File: src/rtl/dmem_pkg.sv
// Shared types and defaults for the two-port data-memory arbiter.
package dmem_pkg;

    localparam int ADDR_W_DEF = 8;
    localparam int DATA_W_DEF = 16;

    typedef enum logic [1:0] {
        IDLE   = 2'd0,
        ACCESS = 2'd1,
        DONE   = 2'd2
    } state_t;

    localparam logic PORT_A = 1'b0;
    localparam logic PORT_B = 1'b1;

endpackage

File: src/rtl/rr_arb2.sv
// Combinational two-input picker: single requester wins, ties go by
// fixed priority (A) or to the port opposite the last grant.
module rr_arb2
    import dmem_pkg::*;
(
    input  logic req_a,
    input  logic req_b,
    input  logic last_grant,
    input  logic fixed_prio,
    output logic grant_id
);

    always_comb begin
        grant_id = PORT_A;
        if (req_a && !req_b) begin
            grant_id = PORT_A;
        end else if (req_b && !req_a) begin
            grant_id = PORT_B;
        end else if (req_a && req_b) begin
            grant_id = fixed_prio ? PORT_A : ~last_grant;
        end
    end

endmodule

File: src/rtl/dmem_arbiter.sv
// Serialises port A / port B accesses onto the single-port data memory.
// state  | meaning
// IDLE   | waiting; grants and latches a request when one is present
// ACCESS | memory strobed for exactly one cycle from the latched fields
// DONE   | winner's ack high for this cycle, then back to IDLE
module dmem_arbiter
    import dmem_pkg::*;
#(
    parameter int ADDR_W     = ADDR_W_DEF,
    parameter int DATA_W     = DATA_W_DEF,
    parameter int FIXED_PRIO = 0
) (
    input  logic              clk,
    input  logic              rst_n,
    input  logic              a_req,
    input  logic              a_we,
    input  logic [ADDR_W-1:0] a_addr,
    input  logic [DATA_W-1:0] a_wdata,
    output logic              a_ack,
    output logic [DATA_W-1:0] a_rdata,
    input  logic              b_req,
    input  logic              b_we,
    input  logic [ADDR_W-1:0] b_addr,
    input  logic [DATA_W-1:0] b_wdata,
    output logic              b_ack,
    output logic [DATA_W-1:0] b_rdata,
    output logic              mem_rd_en,
    output logic              mem_wr_en,
    output logic [ADDR_W-1:0] mem_addr,
    output logic [DATA_W-1:0] mem_wdata,
    input  logic [DATA_W-1:0] mem_rdata,
    output logic              busy
);

    localparam logic FIXED_PRIO_L = (FIXED_PRIO != 0);

    state_t            state_q, state_d;
    logic              last_grant_q, last_grant_d;
    logic              id_q, id_d;
    logic              we_q, we_d;
    logic [ADDR_W-1:0] addr_q, addr_d;
    logic [DATA_W-1:0] wdata_q, wdata_d;
    logic              a_ack_q, a_ack_d;
    logic              b_ack_q, b_ack_d;
    logic [DATA_W-1:0] a_rdata_q, a_rdata_d;
    logic [DATA_W-1:0] b_rdata_q, b_rdata_d;
    logic              grant_id;

    rr_arb2 u_rr_arb2 (
        .req_a      (a_req),
        .req_b      (b_req),
        .last_grant (last_grant_q),
        .fixed_prio (FIXED_PRIO_L),
        .grant_id   (grant_id)
    );

    always_comb begin
        state_d      = state_q;
        last_grant_d = last_grant_q;
        id_d         = id_q;
        we_d         = we_q;
        addr_d       = addr_q;
        wdata_d      = wdata_q;
        a_ack_d      = 1'b0;
        b_ack_d      = 1'b0;
        a_rdata_d    = a_rdata_q;
        b_rdata_d    = b_rdata_q;
        case (state_q)
            IDLE: begin
                if (a_req || b_req) begin
                    state_d      = ACCESS;
                    id_d         = grant_id;
                    last_grant_d = grant_id;
                    if (grant_id == PORT_A) begin
                        we_d    = a_we;
                        addr_d  = a_addr;
                        wdata_d = a_wdata;
                    end else begin
                        we_d    = b_we;
                        addr_d  = b_addr;
                        wdata_d = b_wdata;
                    end
                end
            end
            ACCESS: begin
                state_d = DONE;
                if (id_q == PORT_A) begin
                    a_ack_d = 1'b1;
                    if (!we_q) a_rdata_d = mem_rdata;
                end else begin
                    b_ack_d = 1'b1;
                    if (!we_q) b_rdata_d = mem_rdata;
                end
            end
            DONE:    state_d = IDLE;
            default: state_d = IDLE;
        endcase
    end

    always_ff @(posedge clk or negedge rst_n) begin
        if (!rst_n) begin
            state_q      <= IDLE;
            last_grant_q <= PORT_B;
            id_q         <= PORT_A;
            we_q         <= 1'b0;
            addr_q       <= '0;
            wdata_q      <= '0;
            a_ack_q      <= 1'b0;
            b_ack_q      <= 1'b0;
            a_rdata_q    <= '0;
            b_rdata_q    <= '0;
        end else begin
            state_q      <= state_d;
            last_grant_q <= last_grant_d;
            id_q         <= id_d;
            we_q         <= we_d;
            addr_q       <= addr_d;
            wdata_q      <= wdata_d;
            a_ack_q      <= a_ack_d;
            b_ack_q      <= b_ack_d;
            a_rdata_q    <= a_rdata_d;
            b_rdata_q    <= b_rdata_d;
        end
    end

    // Memory strobes decode only flops, so they cannot glitch and vanish with reset.
    always_comb begin
        mem_rd_en = 1'b0;
        mem_wr_en = 1'b0;
        mem_addr  = '0;
        mem_wdata = '0;
        if (state_q == ACCESS) begin
            mem_rd_en = ~we_q;
            mem_wr_en = we_q;
            mem_addr  = addr_q;
            mem_wdata = wdata_q;
        end
    end

    assign busy    = (state_q != IDLE);
    assign a_ack   = a_ack_q;
    assign b_ack   = b_ack_q;
    assign a_rdata = a_rdata_q;
    assign b_rdata = b_rdata_q;

endmodule

File: config.mk
export PLATFORM = sky130hd
export DESIGN_NAME = dmem_arbiter
export DESIGN_NICKNAME = d
export VERILOG_FILES = /design/src/rtl/dmem_pkg.sv /design/src/rtl/rr_arb2.sv /design/src/rtl/dmem_arbiter.sv
export SDC_FILE = /design/constraint.sdc
export NUM_CORES = 1
export LEC_CHECK = 0
export CAP_MARGIN = 5
export CORE_MARGIN = 1.5
export CORE_UTILIZATION = 40
export DETAILED_ROUTE_END_ITERATION = 8
export GPL_TIMING_DRIVEN = 0
export HOLD_SLACK_MARGIN = 0.15
export PLACE_DENSITY_LB_ADDON = 0.15
export SLEW_MARGIN = 20
export SYNTH_ARGS = -nofsm -noshare
export SYNTH_HDL_FRONTEND = slang
export SYNTH_SLANG_ARGS = --single-unit
File: constraint.sdc
create_clock -name clk -period 4.7 [get_ports clk]
set_clock_uncertainty 0.1 [all_clocks]
set_input_delay 0.47 -clock clk [delete_from_list [all_inputs] [get_ports clk]]
set_output_delay 0.47 -clock clk [all_outputs]
set_load 0.01 [all_outputs]
==> flow_summary.toml, run 1 <==
[floorplanning]
die_area_um2 = 7790
floorplan.rows = 30
start_util_pct = 42.1
die_h_um = 88.2
coreArea_um2 = 6910
die_w_um = 88.2
ios = 131

[clock_tree]
clockRootBuffer = "clkbuf_8"
cts_buffers = 9
clockBufferDepth = 2
htreeDepth = 3
ctsResizeCount = 0
cts_num_sinks = 63
clock_latency_ns = 0.33
clk_pin_slew_ns = 0.06
cts_tree = "yes"

[power]
p_per_area_nw_per_um2 = 617
seqPwrFrac_pct = 33.7
clock_power_share_pct = 18.8
peakVddDrop_uv = 346
internal_power_mw = 2.02
p_leak_nw = 1.96
power_mw = 2.83
p_comb_share_pct = 47.5
power_switching_share_pct = 28.8
p_sw_mw = 0.815

[yosys]
ys_warn_count = 0
async_flop_share_pct = 100
ys_seq_elements = 63
synth_area_leaders = "dfrtp_1 (53%), mux2_2 (24%), mux2_4 (9.8%)"
synth-seq-area-share_pct = 54.3
synthMostInstantiatedCell = "mux2_2"
syn_avg_cell_area_um2 = 15.0
synth_common_cells = "mux2_2 (63), dfrtp_1 (62), and2_1 (26)"
synth_edf_count = 0
synth-main-ff-cell = "dfrtp_1"
synth_top_area_cell = "dfrtp_1"
yosys.cell_types.count = 20
synth_area_um2 = 2910
synth_nets = 264
syn_inst = 194
synth_top_area_share_pct = 53.4

[final_layout]
n_fill_cell = 575
final_nets = 407
area_growth_syn_to_layout_pct = 57.8
antenna_cells = 0
drive_gt1_share_pct = 32.6

[route]
postRouteAntennaNets = 0
via_per_inst = 4.58
firstDrtPassIters = 4
first_iter_violations = 36
num_vias = 2002
wirelength_um = 6110
detail_route.wl_per_cell_um = 14.0
drc = 0

[timing]
rsz0062_at_grt = "no"
fin_crit_sh_pct = 58.2
hold_violations = 0
relSlewSlack_pct = 60.3
slew_viol_final = 0
setup_violations = 0
worstMarginPinSlew_ns = 0.593
fmax_mhz = 365
fin_crit_ns = 2.74
tns_ns = 0

[worst_setup_path]
cp_max_fo = 10
crit_path_start_kind = "flip-flop"
path_class = "reg2out"
cp.required_ns = 4.13
end_kind = "output pin"
crit_arrival_ns = 2.17

[job]
cap_violations = 0

[run_status]
status = "completed"

[place]
numPortBuffers = 130
place.gp.congestion = 0.690
dp_hpwl_um = 4660

[worst_hold_path]
hold_class = "reg2reg"

[grt]
track_usage_pct = 16.7
grt_pass1_vias = 2031
grt_antenna_before_repair = 0
grt_first_pass_wirelength_um = 9740
grt_max_degree = 36
grt-ovfl-total = 0
==> area by class of cell <==
type                            instances  area (um^2)  share of cell area [%]
Multi-Input combinational cell        119         1240                    27.1
Sequential cell                        63         1580                    34.4
Clock buffer                           12          165                    3.60
Clock inverter                          3         65.1                    1.42
Tap cell                               96          120                    2.62
Inverter                                3         11.3                   0.246
Buffer                                  9         73.8                    1.61
Timing Repair Buffer                  132         1330                    29.0
==> cells by family after synthesis <==
group / after synthesis / share of synthesized area [%]
muxes: 82 / 34.2
DFF: 63 / 54.3
and+or+nand+nor: 32 / 7.23
buffers and inverters: 12 / 2.93
AOI/OAI and AO/OA: 5 / 1.33
==> worst max-delay path, stage by stage (launching register included) <==
cell             delay [ns]
dfrtp_1                0.38
nand2b_4               0.16
inv_1                  0.20
clkbuf_1               0.35
and2_1                 0.20
clkdlybuf4s50_1        0.55
==> state kept, by name (all words and copies together) (netlist names) <==
signal        cells
a_ack             1
a_rdata          16
addr_q            8
b_ack             1
b_rdata          16
id_q              1
last_grant_q      1
state_q           2
wdata_q          16
we_q              1
==> path summary, 6_finish.rpt <==
kind,startpoint,end,slack (ns),cells after the start
hold reg to reg,wdata_q[1],wdata_q[1],0.40,1
hold / removal,wdata_q[1],wdata_q[1],0.40,1
max in group asynchronous,rst_n,last_grant_q,3.40,3
min in group asynchronous,rst_n,b_rdata[15],0.53,2
setup / recovery,state_q[1],mem_wdata[14],1.96,5
setup reg to reg,state_q[1],b_rdata[14],2.78,4
==> per-stage QoR <==
stage                     hold slack (ns)  cells  area [um^2]  worst slack (ns)  utilization, %
final                               0.396    437         4590              1.96            66.4
after global routing                0.417    437         4590              1.76            66.4
after CTS                           0.402    437         4590              1.92            66.4
after detailed placement            0.347    421         4350              2.29            62.9
after global placement              0.379    420         4330             0.981            62.7
after floorplan                    0.0744    194         2910              3.01               -
==> layout by cell type (no fill, tap or decap), types with 2 or more instances in the layout <==
master | Yosys | final
nor2_1 | 3 | 3
bufinv_16 | 0 | 2
mux2_2 | 63 | 63
dfrtp_1 | 62 | 62
buf_8 | 2 | 2
buf_2 | 2 | 2
inv_1 | 3 | 3
clkbuf_8 | 0 | 12
and2_1 | 26 | 26
clkbuf_1 | 2 | 2
buf_4 | 2 | 3
mux2_4 | 19 | 19
clkdlybuf4s50_1 | 0 | 129
==> timing repair <==
action / in CTS / in global routing
setup buffers: 0 / 0
hold buffers: 1 / 0
endpoints found under the setup margin: 0 / 0
endpoints found under the hold margin: 34 / 0
==> metal layers <==
layer | routed length (um) | global-route usage (%) | share of wire [%] | up-vias
met3 | 523 | 5.50 | 8.6 | 9
li1 | - | - | - | 957
met4 | 98 | 6.82 | 1.6 | 0
met1 | 2480 | 19.8 | 41 | 963
met2 | 3000 | 28.0 | 49 | 73
met5 | 0 | 0 | 0 | -
==> power by group through the flow <==
stage / clock network, mW / registers, mW / logic (mW)
6_report: 0.531 / 0.954 / 1.34
5_1_grt: 0.569 / 0.990 / 1.45
4_1_cts: 0.547 / 0.957 / 1.37
3_5_place_dp: 0 / 0.966 / 1.36
3_3_place_gp: 0 / 0.954 / 1.35
2_1_floorplan: 0 / 1.01 / 0.637
No activity file was read; power rests on OpenSTA's default activity.
==> run 2: changes to the inputs <==
==> constraint.sdc (replaced) <==
create_clock -name clk -period 2.6 [get_ports clk]
set_clock_uncertainty 0.1 [all_clocks]
set_input_delay 0.26 -clock clk [delete_from_list [all_inputs] [get_ports clk]]
set_output_delay 0.26 -clock clk [all_outputs]
set_load 0.01 [all_outputs]
==> run 2 against run 1 <==
Net effect: clock-buffer cell count unchanged; hold slack got worse by 0.072 ns; global-route usage unchanged; die area unchanged; wire length decreased by 0.44%; worst setup slack got worse by 1.8 ns; design area about the same; first-iteration DRC count increased by 5.6%; register-to-register slack got worse by 2.1 ns; sequential cell count unchanged; non-clock buffer count unchanged; via count increased by 0.45%.
==> flow_summary.toml, run 2 (synthesis gave the netlist of run 1 again) <==
[power]
power_switching_share_pct = 28.7
p_comb_share_pct = 47.6
clock_power_share_pct = 18.7
internal_power_mw = 3.65
peakVddDrop_uv = 622
p_per_area_nw_per_um2 = 1120
power_mw = 5.12
seqPwrFrac_pct = 33.7
p_leak_nw = 1.96
p_sw_mw = 1.47

[worst_setup_path]
cp_max_fo = 10
worst-path-buf-inv = 3
crit_chain = "nand2b_4 > inv_1 > clkbuf_2 > and2_1 > clkdlybuf4s50_1"
path_class = "reg2out"
crit_family = "buffers and inverters"
crit_path_start_kind = "flip-flop"
critPathMaxStageDelay_ns = 0.55
cpMaxStageDelayCell = "clkdlybuf4s50_1"
end_kind = "output pin"
cp.required_ns = 2.24
crit_arrival_ns = 2.04

[floorplanning]
coreArea_um2 = 6910
floorplan.rows = 30
die_h_um = 88.2
start_util_pct = 42.1
ios = 131
die_area_um2 = 7790
die_w_um = 88.2

[timing]
slew_viol_final = 0
relSlewSlack_pct = 60.3
fin_crit_ns = 2.40
hold_violations = 0
rsz0062_at_grt = "no"
setup_violations = 0
worstMarginPinSlew_ns = 0.594
fmax_mhz = 416
tns_ns = 0
fin_crit_sh_pct = 92.4
whs_ns = 0.324

[place]
numPortBuffers = 130
place.gp.congestion = 0.690
dp_hpwl_um = 4660

[route]
num_vias = 2011
detail_route.wl_per_cell_um = 13.9
drc = 0
wirelength_um = 6080
first_iter_violations = 38
firstDrtPassIters = 4
postRouteAntennaNets = 0
via_per_inst = 4.60

[final_layout]
area_growth_syn_to_layout_pct = 57.9
n_fill_cell = 573
layout_common_cells = "clkdlybuf4s50_1 (129), mux2_2 (63), dfrtp_1 (62)"
drive_gt1_share_pct = 33.1
antenna_cells = 0
final_common_cell = "clkdlybuf4s50_1"
utilization_pct = 66.4
final_nets = 407

[clock_tree]
cts_buffers = 9
clockRootBuffer = "clkbuf_8"
clk_pin_slew_ns = 0.06
cts_tree = "yes"
clockBufferDepth = 2
clock_latency_ns = 0.33
cts_num_sinks = 63
htreeDepth = 3

[grt]
grt_pass1_vias = 2031
grt_antenna_before_repair = 0
grt-ovfl-total = 0
grt_max_degree = 36
track_usage_pct = 16.7
grt_first_pass_wirelength_um = 9740

[worst_hold_path]
hold_class = "in2async"

[run_status]
status = "completed"

[job]
cap_violations = 0
==> run 2: path summary, 6_finish.rpt <==
check                            from             to  slack (ns)  cells after the start
setup / recovery           state_q[1]  mem_wdata[14]        0.20                      5
hold / removal                  rst_n    b_rdata[15]        0.32                      2
setup reg to reg           state_q[1]    b_rdata[14]        0.68                      4
hold reg to reg            wdata_q[1]     wdata_q[1]        0.40                      1
max in group asynchronous       rst_n   last_grant_q        1.51                      3
min in group clk           wdata_q[1]     wdata_q[1]        0.40                      1
==> run 2: area by class of cell <==
cell class	instances	area, um^2	share of cell area [%]
Inverter	3	11.3	0.245
Sequential cell	63	1580	34.4
Buffer	9	76.3	1.66
Timing Repair Buffer	132	1330	29.0
Clock buffer	12	165	3.60
Multi-Input combinational cell	119	1240	27.1
Clock inverter	3	65.1	1.42
Tap cell	96	120	2.62
==> run 2: power by group through the flow <==
stage	logic, mW	registers, mW	clock network [mW]
2_1_floorplan	1.15	1.83	0
3_3_place_gp	2.44	1.73	0
3_5_place_dp	2.47	1.75	0
4_1_cts	2.48	1.73	0.989
5_1_grt	2.63	1.79	1.03
6_report	2.44	1.73	0.956
==> run 2: layer usage <==
layer	wire length (um)	vias up	part of all wire, %	global-route usage, %
met4	89	0	1.5	6.82
met3	527	8	8.7	5.50
met1	2450	970	40	19.8
met5	0	-	0	0
met2	3020	77	50	28.0
li1	-	956	-	-
==> run 2: timing repair <==
| item | 4_1_cts | 5_1_grt |
|---|---|---|
| resized for setup | 0 | 4 |
| endpoints found under the hold margin | 59 | 0 |
| setup endpoints to repair | 0 | 19 |
| hold buffers | 1 | 0 |
| buffers inserted | 0 | 0 |
==> run 2: metrics by stage <==
stage	cell area, um^2	cells	setup WS (ns)
after floorplan	2910	194	0.925
after global placement	4330	420	-0.909
after detailed placement	4350	421	0.398
after CTS	4590	437	0.0337
after global routing	4590	437	0.0335
final	4590	437	0.197
==> run 3: changes to the inputs <==
--- a/config.mk
+++ b/config.mk
@@ -16,3 +16,4 @@
 export SYNTH_ARGS = -nofsm -noshare
 export SYNTH_HDL_FRONTEND = slang
 export SYNTH_SLANG_ARGS = --single-unit
+export TNS_END_PERCENT = 100
==> results of run 3 <==
Same layout as run 2: the final DEF is identical, and so are final timing and power.
==> RTL change (config.mk and constraints of run 2) <==
Encoding of `state_t`: now one-hot (3 bits for 3 states).
--- a/src/rtl/dmem_pkg.sv
+++ b/src/rtl/dmem_pkg.sv
@@ -4,10 +4,10 @@
     localparam int ADDR_W_DEF = 8;
     localparam int DATA_W_DEF = 16;
 
-    typedef enum logic [1:0] {
-        IDLE   = 2'd0,
-        ACCESS = 2'd1,
-        DONE   = 2'd2
+    typedef enum logic [2:0] {
+        IDLE   = 3'b001,
+        ACCESS = 3'b010,
+        DONE   = 3'b100
     } state_t;
 
     localparam logic PORT_A = 1'b0;
Function: no difference found for any inputs over 10 cycles, from zero or initial values and one cycle with rst_n low; not proved beyond that.
==> RTL change against run 2 <==
Sequential share of layout area is 0.68 points higher. Fmax is 0.60% lower. Non-clock buffer count is 13 higher. Total power is 4.4% lower. Setup slack worse by 14 ps. Design area is 0.30% lower. Sequential cell count is 1 higher. Wire length is 16% higher. Area after synthesis is 3.3% lower. Largest power group unchanged.
==> RTL change: results (changes against run 2) <==
[timing]
hold-worst-slack_ps = 236.6  ; -87.73 ps
fmax_ghz = 0.4137  ; -0.60%
maxSlewHeadroom_pct = 58.52  ; -1.7 points

[grt]
grt_max_degree = 49  ; +36%
grt_usage_pct = 20.07  ; +3.4 points
antenna_found_initial = 0  ; unchanged
grt_pass1_wl_mm = 11.63  ; +19%
grt_pass1_vias = 2355  ; +16%

[logic_synthesis]
yosys-top-cells-area = dfrtp_1 (55%), mux2_2 (8.8%), a2bb2oi_1 (7.8%)
synth_nets = 279  ; +5.7%
avgSynthCellArea_um2 = 13.45  ; -10%
synth_commonest_cells = dfrtp_1 (62), a2bb2oi_1 (25), and2_1 (25), o32ai_1 (25), mux2_2 (22)
async_reset_ff_share_pct = 100.0  ; unchanged
yosysUniqueCellTypes = 25  ; +25%
seq_area_frac_synth_pct = 57.05  ; +2.8 points
yosys_warnings = 0  ; unchanged

[placement]
place_ws_ps = 64.35  ; -334.1 ps
port_buffers = 130  ; unchanged
gp_congestion = 0.7378  ; +6.9%
dpl.cell_count = 436  ; +3.6%
hpwl_mm = 5.024  ; +7.9%
place_area_um2 = 4258  ; -2.0%

[setup_path]
crit_end = mem_wdata[1]
path_max_fanout = 6  ; -4
r2r_setup_slack_ps = 330  ; -350 ps
r2r-end = a_rdata[5]
worstRegToRegCells = 5  ; +1
crit_arrival_ps = 2060  ; +20 ps
cp-startpoint = state_q[2]

[power]
cellLeakagePower_nw = 2.221  ; +13%
peakVddDrop_uv = 411.9  ; -34%

[clocking]
htreeDepth = 3  ; unchanged
root_buffer = clkbuf_8
insertion_delay_ps = 330  ; about the same
cts_buffer_depth = 2  ; unchanged
cts.clk_slew.worst_paths_ps = 70
cts_made_buffers = 9  ; unchanged

[drt]
via_per_inst = 5.024  ; +9.2%
finalWirelength_mm = 7.056  ; +16%
firstDrtPassIters = 4  ; unchanged
drtIter0Drc = 61  ; +61%
wl_per_cell_um = 15.51  ; +11%

[cells_and_area]
drive_gt1_share_pct = 18.38  ; -15 points
antennaDiodeCount = 0  ; unchanged
fillCellCount = 538  ; -6.1%
fin_nets = 425  ; +4.4%

[hold_path]
hold_path.class = primary input to async pin

[outcome]
outcome = finished, final reports clean

## RTL change: timing repair
item,in CTS,in global routing
hold endpoints to repair,62,0
endpoints found under the setup margin,19,22
hold buffers,1,0
setup buffers,1,2
cloned,0,0
gates resized for setup,8,25
## RTL change: cells by family (layout without fill, tap and decap cells)
logic type             Yosys count  count (layout)  share of synthesized area, %
AND/OR/NAND/NOR                 34              34                         7.655
AO/OA/AOI/OAI                   55              55                         16.82
buffers and inverters           24             174                         4.316
flip-flops                      64              64                         57.05
multiplexers                    32              32                         14.15
## RTL change: final cells by class
type / count / area [um^2] / share of cell area [%]
Sequential cell: 64 / 1604 / 35.07
Timing Repair Buffer: 135 / 1410 / 30.83
Multi-Input combinational cell: 121 / 1092 / 23.88
Clock buffer: 13 / 168.9 / 3.693
Tap cell: 96 / 120.1 / 2.626
Buffer: 19 / 118.9 / 2.598
Clock inverter: 2 / 37.54 / 0.8206
Inverter: 5 / 22.52 / 0.4923
## RTL change: worst max-delay path: stages, from the launching register on
cell             delay, ps
dfrtp_1                400
or3b_1                 340
buf_2                  170
clkinvlp_4             130
and2_1                 130
clkdlybuf4s50_1        560
## RTL change: layer usage
metal	track usage [%]	wire length (um)	share of wire (%)	vias up
met5	0	0	0	-
met1	26.45	3268	46	1107
met4	4.839	47	0.67	0
li1	-	-	-	1077
met2	31.36	3150	45	96
met3	7.619	588	8.3	6
## RTL change: report_power, final
part           internal [mW]  switching [mW]  leakage (nW)  total (mW)
Combinational           1.38           0.879          1.38        2.26
Clock                  0.517           0.371         0.102       0.888
Sequential              1.49           0.252         0.743        1.75
